$ cat config.mk
export PLATFORM = sky130hd
export DESIGN_NAME = mem_port_arbiter
export DESIGN_NICKNAME = d
export VERILOG_FILES = /design/src/rtl/mem_port_arbiter.sv
export SDC_FILE = /design/constraint.sdc
export NUM_CORES = 1
export LEC_CHECK = 0
export BUFFER_PORTS_ARGS = -buffer_cell sky130_fd_sc_hd__buf_2
export CORE_MARGIN = 5
export CORE_UTILIZATION = 51
export CTS_CLUSTER_DIAMETER = 50
export DETAILED_ROUTE_END_ITERATION = 16
export PLACE_DENSITY = 0.86
export SLEW_MARGIN = 40
export SYNTH_ARGS = -nofsm -noshare
export SYNTH_HDL_FRONTEND = slang
export SYNTH_SLANG_ARGS = --single-unit
$ cat constraint.sdc
create_clock -name i_clk -period 7.5 [get_ports i_clk]
set_clock_uncertainty 0.1 [all_clocks]
set_input_delay 0.75 -clock i_clk [delete_from_list [all_inputs] [get_ports i_clk]]
set_output_delay 0.75 -clock i_clk [all_outputs]
set_load 0.005 [all_outputs]
$ cat src/rtl/mem_port_arbiter.sv
// mem_port_arbiter: shares BRAM port B between the CPU datapath and a DMA/loader.
// Each requester gets a req/gnt/rvalid handshake. Only one transaction is in
// flight at a time. Every output comes from a register.
// Optional feature macro: MEM_ARB_RR_EN. When it is defined, ties are broken
// round-robin. When it is undefined, the CPU has fixed priority and no pointer
// register exists.

module mem_port_arbiter #(
  parameter int ADDR_W = 9,
  parameter int DATA_W = 32,
  parameter int RD_LAT = 1
) (
  input  logic              i_clk,
  input  logic              i_rst,
  input  logic              i_cpu_req,
  input  logic              i_cpu_we,
  input  logic [ADDR_W-1:0] i_cpu_addr,
  input  logic [DATA_W-1:0] i_cpu_wdata,
  output logic              o_cpu_gnt,
  output logic              o_cpu_rvalid,
  output logic [DATA_W-1:0] o_cpu_rdata,
  input  logic              i_dma_req,
  input  logic              i_dma_we,
  input  logic [ADDR_W-1:0] i_dma_addr,
  input  logic [DATA_W-1:0] i_dma_wdata,
  output logic              o_dma_gnt,
  output logic              o_dma_rvalid,
  output logic [DATA_W-1:0] o_dma_rdata,
  output logic              o_mem_en,
  output logic              o_mem_we,
  output logic [ADDR_W-1:0] o_mem_addr,
  output logic [DATA_W-1:0] o_mem_wdata,
  input  logic [DATA_W-1:0] i_mem_rdata,
  output logic              o_busy
);

  localparam int CNT_W = (RD_LAT < 2) ? 1 : $clog2(RD_LAT + 1);

  typedef enum logic [1:0] {
    IDLE  = 2'd0,
    ISSUE = 2'd1,
    WAIT  = 2'd2,
    RESP  = 2'd3
  } state_t;

  state_t            state_q;
  logic [CNT_W-1:0]  cnt_q;
  logic              winDma_q;
  logic              cpuGnt_q;
  logic              dmaGnt_q;
  logic              cpuRvalid_q;
  logic              dmaRvalid_q;
  logic              memEn_q;
  logic              memWe_q;
  logic [ADDR_W-1:0] memAddr_q;
  logic [DATA_W-1:0] memWdata_q;
  logic [DATA_W-1:0] cpuRdata_q;
  logic [DATA_W-1:0] dmaRdata_q;

  logic              anyReq_d;
  logic              pickDma_d;

`ifdef MEM_ARB_RR_EN
  // The pointer holds the requester that wins the next tie (1 = DMA). It starts at CPU.
  logic              rrDma_q;

  // After every grant the pointer moves to the requester that was not served, so held requests alternate.
  always_ff @(posedge i_clk or posedge i_rst) begin
    if (i_rst) begin
      rrDma_q <= 1'b0;
    end else if (state_q == IDLE && anyReq_d) begin
      rrDma_q <= ~pickDma_d;
    end
  end

  // Choose the winner. A lone requester always wins, and a tie follows the pointer.
  always_comb begin
    anyReq_d  = i_cpu_req | i_dma_req;
    pickDma_d = i_dma_req & (~i_cpu_req | rrDma_q);
  end
`else
  // Choose the winner with fixed priority. The CPU wins every tie, so a busy CPU can starve the DMA.
  always_comb begin
    anyReq_d  = i_cpu_req | i_dma_req;
    pickDma_d = i_dma_req & ~i_cpu_req;
  end
`endif

  // Main FSM. Strobes are cleared by default every cycle, so gnt, rvalid, en and we are one-cycle pulses.
  always_ff @(posedge i_clk or posedge i_rst) begin
    if (i_rst) begin
      state_q     <= IDLE;
      cnt_q       <= '0;
      winDma_q    <= 1'b0;
      cpuGnt_q    <= 1'b0;
      dmaGnt_q    <= 1'b0;
      cpuRvalid_q <= 1'b0;
      dmaRvalid_q <= 1'b0;
      memEn_q     <= 1'b0;
      memWe_q     <= 1'b0;
      memAddr_q   <= '0;
      memWdata_q  <= '0;
      cpuRdata_q  <= '0;
      dmaRdata_q  <= '0;
    end else begin
      cpuGnt_q    <= 1'b0;
      dmaGnt_q    <= 1'b0;
      cpuRvalid_q <= 1'b0;
      dmaRvalid_q <= 1'b0;
      memEn_q     <= 1'b0;
      memWe_q     <= 1'b0;
      case (state_q)
        IDLE: begin
          if (anyReq_d) begin
            winDma_q   <= pickDma_d;
            memEn_q    <= 1'b1;
            memWe_q    <= pickDma_d ? i_dma_we    : i_cpu_we;
            memAddr_q  <= pickDma_d ? i_dma_addr  : i_cpu_addr;
            memWdata_q <= pickDma_d ? i_dma_wdata : i_cpu_wdata;
            cpuGnt_q   <= ~pickDma_d;
            dmaGnt_q   <= pickDma_d;
            state_q    <= ISSUE;
          end
        end
        ISSUE: begin
          if (memWe_q) begin
            state_q <= IDLE;
          end else begin
            cnt_q   <= CNT_W'(RD_LAT);
            state_q <= WAIT;
          end
        end
        WAIT: begin
          cnt_q <= cnt_q - CNT_W'(1);
          if (cnt_q == CNT_W'(1)) begin
            if (winDma_q) begin
              dmaRdata_q  <= i_mem_rdata;
              dmaRvalid_q <= 1'b1;
            end else begin
              cpuRdata_q  <= i_mem_rdata;
              cpuRvalid_q <= 1'b1;
            end
            state_q <= RESP;
          end
        end
        RESP: begin
          state_q <= IDLE;
        end
        default: begin
          state_q <= IDLE;
        end
      endcase
    end
  end

  assign o_cpu_gnt    = cpuGnt_q;
  assign o_dma_gnt    = dmaGnt_q;
  assign o_cpu_rvalid = cpuRvalid_q;
  assign o_dma_rvalid = dmaRvalid_q;
  assign o_cpu_rdata  = cpuRdata_q;
  assign o_dma_rdata  = dmaRdata_q;
  assign o_mem_en     = memEn_q;
  assign o_mem_we     = memWe_q;
  assign o_mem_addr   = memAddr_q;
  assign o_mem_wdata  = memWdata_q;
  assign o_busy       = (state_q != IDLE);

endmodule
# [After elaboration in Yosys (flattened, before gate mapping)]
# Index checks and enable logic that the tools add are counted.
[classes] n_reduce_logical=8 n_bitwise=5 n_eq_ne=6 addsub=1 mux=23
[ops] cell="two-way mux 32 bit" n=1
[ops] cell="two-way mux 1 bit" n=16
[ops] cell="two-way mux 9 bit" n=1
[ops] cell="case mux 2 bit (4 select lines)" n=1
[ops] cell="two-way mux 2 bit" n=3
[ops] cell="inequality test 2 bit, second input constant" n=3
[ops] cell="AND reduction 2 bit" n=3
[ops] cell="AND reduction 3 bit" n=2
[ops] cell="equality test 2 bit, second input constant" n=2
[ops] cell="nonzero test 2 bit" n=2
[ops] cell="inverter 1 bit" n=3
[ops] cell="equality test 2 x 1 -> 1 bit, second input constant" n=1
[ops] cell="zero test 2 bit" n=1
[ops] cell="case mux 1 bit (2 select lines)" n=1
[ops] cell="bitwise AND 1 bit" n=1
[ops] cell="OR 1 bit" n=1
[ops] cell="subtractor 1 bit, second input constant" n=1
[totals] output_inout_bits=112 register_bits=115 in_bits=120 elab_cells=56

# [Logic depth before layout (Yosys ltp)]
# Gate-level depths: netlist (run 1).
[depth] word_depth=5 ltp_mapped=5 ltp_nobuf=3

# [Least setup slack after synthesis (run 1)]
# No wires, ideal clock.
[synth_timing] path_type="input to register" start="input port i_cpu_req" end="register memAddr_q[0], in the netlist o_mem_addr[0]" arrival_time_ns=1.696 slack_ns=5.579 cell_stages=5 setup_ns=0.125 path_buffers=2 required_ns=7.275 path_cell_list="nand2b_1 -> buf_6 -> buf_8 -> mux2_4 -> mux2_4"
[synth_via] elab_chain_cells=3 elab_cells_between_ends=5 cone_classes="mux (1); bitwise (3); reduce/logical (1)"
[synth_rtl] item="from (decl)" line_no="15" source="input logic i_cpu_req,"
[synth_rtl] item="inverter 1 bit" line_no="85" source="pickDma_d = i_dma_req & ~i_cpu_req;"
[synth_rtl] item="bitwise AND 1 bit" line_no="85"
[synth_rtl] item="two-way mux 9 bit" line_no="118" source="memAddr_q <= pickDma_d ? i_dma_addr : i_cpu_addr;"
[synth_rtl] item="to (signal assigned)" line_no="118"
[synth_rtl] item="to (decl)" line_no="55" source="logic [ADDR_W-1:0] memAddr_q;"
# Parallel ways exist; a longest one is shown, timed or not.
# A chain may end at the register's enable or synchronous reset.

# [Worst setup path after layout (run 1)]
[layout_timing] start="register state_q[0]" end="output port o_busy"
[layout_via] elab_chain_cells=1
[layout_rtl] item="from (decl)" line_no="46" source="state_t state_q;"
[layout_rtl] item="from (signal assigned)" line_no="92" source="state_q <= IDLE;"
[layout_rtl] item="from (signal assigned)" line_no="122" source="state_q <= ISSUE;"
[layout_rtl] item="from (signal assigned)" line_no="127" source="state_q <= IDLE;"
[layout_rtl] item="nonzero test 2 bit" line_no="166" source="assign o_busy = (state_q != IDLE);"
[layout_rtl] item="to (decl)" line_no="34" source="output logic o_busy"
# Every way passes these cells.

==> impl_results.md, run 1 <==
* Run status: complete, no violations
* Maximum number of buffers from clock root to sink at 2
* Placer's final routability congestion estimate at 0.692
* Site Rows at 36
* Number of antenna violations at the first check in global routing at 1
* Drt first-iter violations at 99
* Post-detailed-routing wire length at 12000 um
* Most used standard cells in the synthesized netlist: dfrtp_1, mux2_4, mux2_2
* Final WS setup at 5200 ps
* Grt total ovfl at 0
* Arithmetic-cell share of the synthesized area counting full adders, half adders and majority gates at 0%
* Antenna-violating nets left at 0
* Worst relative slew slack at 48.9%
* Minimum period implied by the final worst setup slack at ~2300 ps
* Final hold violation count at 0
* Main combinational cell family by area after synthesis: multiplexers
* Number of library cell types mapped by synthesis at 21
* Reg-to-reg endpoint: o_mem_addr[6]
* TNS Setup at 0 ps
* Layout overhead on the synthesized area at 34.5%
* Synthesis-stage register bit count at around 120
* Chip width at 110 um
* Proportion of layout cells with a drive suffix above 1 at between 70% and 80%
* Post-synth design cell area at 5130 sq um
* Initial cell density of the core at 52.5%
* TritonCTS clock tree: done
* Register-to-register path setup slack at approximately 5400 ps
* Pre-antenna DRT Iters at 6
* Synth Net Count at approximately 420
* Data arrival, critical path at approximately 1500 ps
* Root buffer selected by CTS: clkbuf_8
* Count of warnings emitted by yosys at 0
* Sequential cell area fraction in the yosys report at 56.1%
* Number of resized instances in the post-cts repair step at 0
* Drt via density at 4.89
* Post-synthesis xor/xnor area fraction at 0%
* Leakage component of the power at approximately 3.6 nW
* Clock buffers created by TritonCTS at 17
* Post-synthesis async set-or-reset flop share at 100%
* Std-Cell Core Area at 9770 sq um
* Least-Margin Pin Slew at 766 ps
* Fin nets at ~660
* Highest ir drop seen on vdd at 170 uV
* Crit Reg-Reg Startpoint: state_q[0]
* Total count of max-transition violations in the final report at 0
* Number of port buffers at 231
* Die ar. at 12200 sq um
* Post-route fraction of the period consumed by the critical path at a little under a third
* Top post-synthesis cells by area: dfrtp_1, mux2_4, mux2_2
* H-tree depth at 4
* Minimum setup slack after placement at 5020 ps
* Setup repair after global routing missed its margin: false
* Cell area power density at 429 nW/um^2
* Hold-fix buffers, CTS at 0
* Routed via count at 3346
* Dominant cell type by area after synthesis: dfrtp_1
* Proportion of synthesized area in mux cells at between 30% and 40%
* Depth of the worst register-to-register path at 4
* EDFF count, synth at 0
* Number of DRC violations after detailed routing at 0
* Top-count cell post-synth: dfrtp_1
* Max Clock Freq at 434 MHz
* Number of top-level pins at 232
* Instance count of the mapped netlist at 301
* Endpoint class of the critical path: output pin
* # clock sinks at 115
* Die height at between 100 and 150 um
* Clock transition time at the flip-flop clock pins of the worst setup and hold paths at 50 ps
* Most used flip-flop cell after synthesis: dfrtp_1
* Mapped Avg Cell Area at 17.1 sq um
* Fraction of the mapped netlist area in simple logic gates at 1.49%
* Fraction of the mapped netlist area in compound gates at 0.731%
* Maximum net fanout on the critical path at 4
* Half-perimeter wire length of the detailed placement result at 8860 um
* Final Setup Violations at 0
* Clock latency of the later-clocked register in the worst-skew pair at 510 ps
* Count of inserted antenna diode cells at 0
* Post-synth top area share at between 50% and 60%
* Reported max-cap violation count at 0
* Global router's overall resource usage at 20.4%
* Req. time, crit path at approximately 6700 ps
* Detailed-route wire length per cell at 17.5 um
* Number of post-CTS setup repair buffers at 0
* Number of global-route vias before repair at 3644
* Type of the tightest min-delay check: input pin to asynchronous set/reset pin
* Utilization after layout at 70.6%
* Critical Setup Path Class: register to output pin
* Critical path startpoint category: register
* First-pass GRT wire length at approximately 18000 um
* Maximum number of pins on one net before global-route repair at 67
## worst max-delay path by stage
stage          startpoint                         end  slack [ps]  cells past startpoint
2_1_floorplan       i_rst  asynchronous set/reset pin        3610                      1
3_3_place_gp    i_cpu_req               o_mem_addr[7]        5100                      5
3_5_place_dp    i_cpu_req               o_mem_addr[6]        5020                      5
4_1_cts        state_q[0]                      o_busy        5170                      3
5_1_grt        state_q[0]                      o_busy        5110                      3
6_report       state_q[0]                      o_busy        5200                      3
## area by class of cell
cell class                      instances  area, sq um
Clock buffer                           23          477
Clock inverter                          9          103
Fill cell                             672         2870
Inverter                                4         17.5
Multi-Input combinational cell        165         2070
Sequential cell                       115         2880
Tap cell                              133          166
Timing Repair Buffer                  235         1190
## critical path, stage by stage, from the launching register on
cell     delay [ps]
dfrtp_1         430
nor2_1          260
inv_1           110
buf_2           140
## flip-flops by register name, summed over array words and instances (netlist names), named ones only
| name | cells |
|---|---|
| o_cpu_gnt | 1 |
| o_dma_rvalid | 1 |
| winDma_q | 1 |
| o_cpu_rdata | 32 |
| o_dma_gnt | 1 |
| o_mem_wdata | 32 |
| o_mem_en | 1 |
| cnt_q | 1 |
| state_q | 1 |
| o_mem_addr | 9 |
| o_dma_rdata | 32 |
| o_cpu_rvalid | 1 |
| o_mem_we | 1 |
## power breakdown
| group | switching, mW | internal (mW) |
|---|---|---|
| combinational | 0.415 | 0.661 |
| sequential | 0.174 | 0.938 |
| clock | 0.265 | 0.505 |
| total | 0.854 | 2.10 |
## cell usage in the layout (no fill, tap or decap), types with 3 or more instances in the layout
| cell type | Yosys | routed |
|---|---|---|
| clkinvlp_4 | 0 | 3 |
| dfrtp_1 | 115 | 115 |
| buf_2 | 3 | 231 |
| clkbuf_8 | 0 | 5 |
| clkbuf_16 | 0 | 16 |
| mux2_2 | 68 | 68 |
| clkinv_2 | 0 | 4 |
| mux2_4 | 78 | 78 |
| buf_4 | 2 | 3 |
| inv_1 | 4 | 3 |
| nor2_1 | 4 | 4 |
## stage by stage
step / hold WS, ps / cell area, sq um / power (mW) / cells
finish: 215 / 6900 / 2.96 / 684
global route: 259 / 6900 / 3.14 / 684
CTS: 222 / 6890 / 3.00 / 684
detailed placement: 391 / 6310 / 2.20 / 652
global placement: 381 / 6310 / 2.15 / 652
floorplan: 396 / 5130 / 1.76 / 301
## metal layers
| metal | vias to the layer above | GRT usage (%) | wire [um] |
|---|---|---|---|
| met3 | 17 | 7.57 | 1210 |
| met1 | 1603 | 23.8 | 4650 |
| met4 | 2 | 7.92 | 172 |
| li1 | 1545 | - | - |
| met5 | - | 0 | 13 |
| met2 | 179 | 34.3 | 5950 |
## logic make-up (layout without fill, tap and decap cells)
kind of cell	count (synthesis)	after routing
and+or+nand+nor	12	12
AOI/OAI and AO/OA	6	6
buffers and inverters	21	271
DFF	115	115
muxes	147	147
Note: power is estimated with default switching activity, not from simulation.
==> inputs of run 2 (changes only) <==
--- a/config.mk
+++ b/config.mk
@@ -7,10 +7,10 @@
 export LEC_CHECK = 0
 export BUFFER_PORTS_ARGS = -buffer_cell sky130_fd_sc_hd__buf_2
 export CORE_MARGIN = 5
-export CORE_UTILIZATION = 51
+export CORE_UTILIZATION = 47
 export CTS_CLUSTER_DIAMETER = 50
 export DETAILED_ROUTE_END_ITERATION = 16
-export PLACE_DENSITY = 0.86
+export PLACE_DENSITY = 0.8
 export SLEW_MARGIN = 40
 export SYNTH_ARGS = -nofsm -noshare
 export SYNTH_HDL_FRONTEND = slang
==> constraint.sdc (replaced) <==
create_clock -name i_clk -period 2.4 [get_ports i_clk]
set_clock_uncertainty 0.1 [all_clocks]
set_input_delay 0.24 -clock i_clk [delete_from_list [all_inputs] [get_ports i_clk]]
set_output_delay 0.24 -clock i_clk [all_outputs]
set_load 0.005 [all_outputs]
==> run 2 against run 1 <==
Power increased to 3.3 times the previous value; register-to-register slack worse by 4900 ps; count of clock-buffer cells in the layout down 1; sequential power rose to 3.2 times the previous value; highest routed layer is now met4; global-route usage up 2.1 points; core utilization increased by 5.0 points; combinational power rose to 3.3 times the previous value.
==> impl_results.md, run 2 (same netlist as run 1, synthesis figures left out) <==
* Max Clock Freq at between 400 and 500 MHz
* Internal power at 6.94 mW
* Final instance count without filler cells at ~810
* Total count of max-transition violations in the final report at 0
* Endpoint class of the critical path: register
* Placer's final routability congestion estimate at 0.756
* Site Rows at 38
* Minimum period implied by the final worst setup slack at around 2300 ps
* Req. time, crit path at 2680 ps
* Routed via count at slightly below 4000
* Pre-antenna DRT Iters at 4
* Total area of multi-input combinational cells at 2070 sq um
* Least-Margin Pin Slew at 702 ps
* # clock sinks at 115
* Number of port buffers at 231
* TritonCTS clock tree: done
* Layout overhead on the synthesized area at 58.9%
* Die height at 115 um
* Crit Reg-Reg Startpoint: state_q[0]
* Clock transition time at the flip-flop clock pins of the worst setup and hold paths at approximately 50 ps
* Area of all sequential standard cells at around 2900 sq um
* Utilization after layout at 75.6%
* Worst relative slew slack at between 50% and 60%
* Chip width at ~110 um
* Leakage component of the power at roughly 4.1 nW
* TNS Setup at 0 ps
* Initial cell density of the core at approximately 48%
* H-tree depth at 4
* Register-to-register path setup slack at 520 ps
* Die ar. at around 13000 sq um
* Cell Count Post-Placement at 664
* Drt via density at a little under 5
* Final hold violation count at 0
* Sw Share at between 20% and 30%
* Root buffer selected by CTS: clkbuf_8
* WHS Path Cells at 3
* Global router's overall resource usage at 22.6%
* Antenna-violating nets left at 0
* Grt total ovfl at 0
* Highest ir drop seen on vdd at 646 uV
* Number of antenna violations at the first check in global routing at 1
* Clock group share of total power at ~27%
* Minimum setup slack after placement at 558 ps
* Reg-to-reg endpoint: o_mem_addr[7]
* Data arrival, critical path at 2620 ps
* Drt first-iter violations at between 200 and 300
* Type of the tightest min-delay check: input pin to register
* Cell area power density at between 1000 and 1500 nW/um^2
* Post-detailed-routing wire length at 14700 um
* Detailed-route wire length per cell at 18.2 um
* First-pass GRT wire length at 22900 um
* Half-perimeter wire length of the detailed placement result at 8870 um
* Final WS setup at 58.4 ps
* Critical Setup Path Class: input pin to register
* Clock buffers created by TritonCTS at 17
* Setup repair after global routing missed its margin: false
* Number of post-CTS setup repair buffers at 0
* Hold EP: o_mem_wdata[19]
* Run status: complete, no violations
* Maximum net fanout on the critical path at 10
* Number of fill cells at 604
* Combinational fraction of design power at 36.9%
* Number of global-route vias before repair at 4504
* Leading cell type in the layout, fill and taps excluded: buf_2
* Final Setup Violations at 0
* Fin nets at 777
* Sequential share of power at 36.2%
* Std-Cell Core Area at about 11000 sq um
* Clock latency of the later-clocked register in the worst-skew pair at 490 ps
* Maximum number of pins on one net before global-route repair at 60
* Power, Total at 9.71 mW
* Depth of the worst register-to-register path at 4
* Proportion of layout cells with a drive suffix above 1 at 63.2%
* Critical path startpoint category: input pin
* Maximum number of buffers from clock root to sink at 2
* Number of top-level pins at 232
* Post-route fraction of the period consumed by the critical path at 97.6%
* Net Switching at 2.77 mW
* Commonest non-fill, non-tap cells in the layout: buf_2, dfrtp_1, dlygate4sd3_1, mux2_4, mux2_2
* Reported max-cap violation count at 0
* Number of DRC violations after detailed routing at 0
* Min-Delay Startpoint: i_cpu_wdata[19]
==> run 2: power by group through the flow <==
stage	sequential [mW]	clock, mW	combinational (mW)
after CTS	3.49	2.65	3.58
after global routing	3.63	2.74	3.86
after floorplan	3.52	0	1.99
after detailed placement	3.50	0	3.41
final	3.51	2.61	3.59
after global placement	3.45	0	3.28
==> run 2: critical path, stage by stage <==
cell,delay (ps)
dlygate4sd3_1,530
buf_2,170
nand2b_4,260
buf_4,260
mux2_4,320
dlygate4sd3_1,560
mux2_4,260
==> run 2: worst max path at each step <==
stage | from | end | slack, ps | cells after the start
after floorplan | i_rst | asynchronous set/reset pin | 660 | 1
after global placement | i_cpu_req | o_mem_wdata[7] | 630 | 5
after detailed placement | state_q[0] | o_mem_addr[6] | 560 | 4
after CTS | i_cpu_req | o_mem_wdata[7] | 30 | 7
after global routing | i_cpu_req | o_mem_wdata[5] | 40 | 7
final | i_cpu_req | o_mem_wdata[7] | 60 | 7
==> run 2: what timing repair did <==
action | in CTS | in global routing
endpoints found under the setup margin | 0 | 28
gates resized for setup | 0 | 1
hold buffers | 112 | 1
hold endpoints to repair | 221 | 1
==> run 2: through the flow <==
| stage | hold WS (ps) | cell area (sq um) |
|---|---|---|
| floorplan | 275 | 5140 |
| global placement | 382 | 6370 |
| detailed placement | 387 | 6370 |
| CTS | 1.38 | 8120 |
| global route | 1.08 | 8160 |
| finish | 28.6 | 8160 |
==> run 2: area by class of cell <==
class                           instances  area share (%)
Clock buffer                           22            5.80
Antenna cell                            2          0.0613
Multi-Input combinational cell        165            25.4
Inverter                                4           0.230
Timing Repair Buffer                  354            29.3
Sequential cell                       115            35.3
Tap cell                              140            2.15
Clock inverter                          9            1.86
==> run 2: routing by layer <==
metal	up-vias	track usage, %	wire (um)
met1	1940	24.9	5510
met5	-	0	0
met2	196	39.9	7600
met4	0	8.71	330
li1	1784	-	-
met3	29	7.82	1290
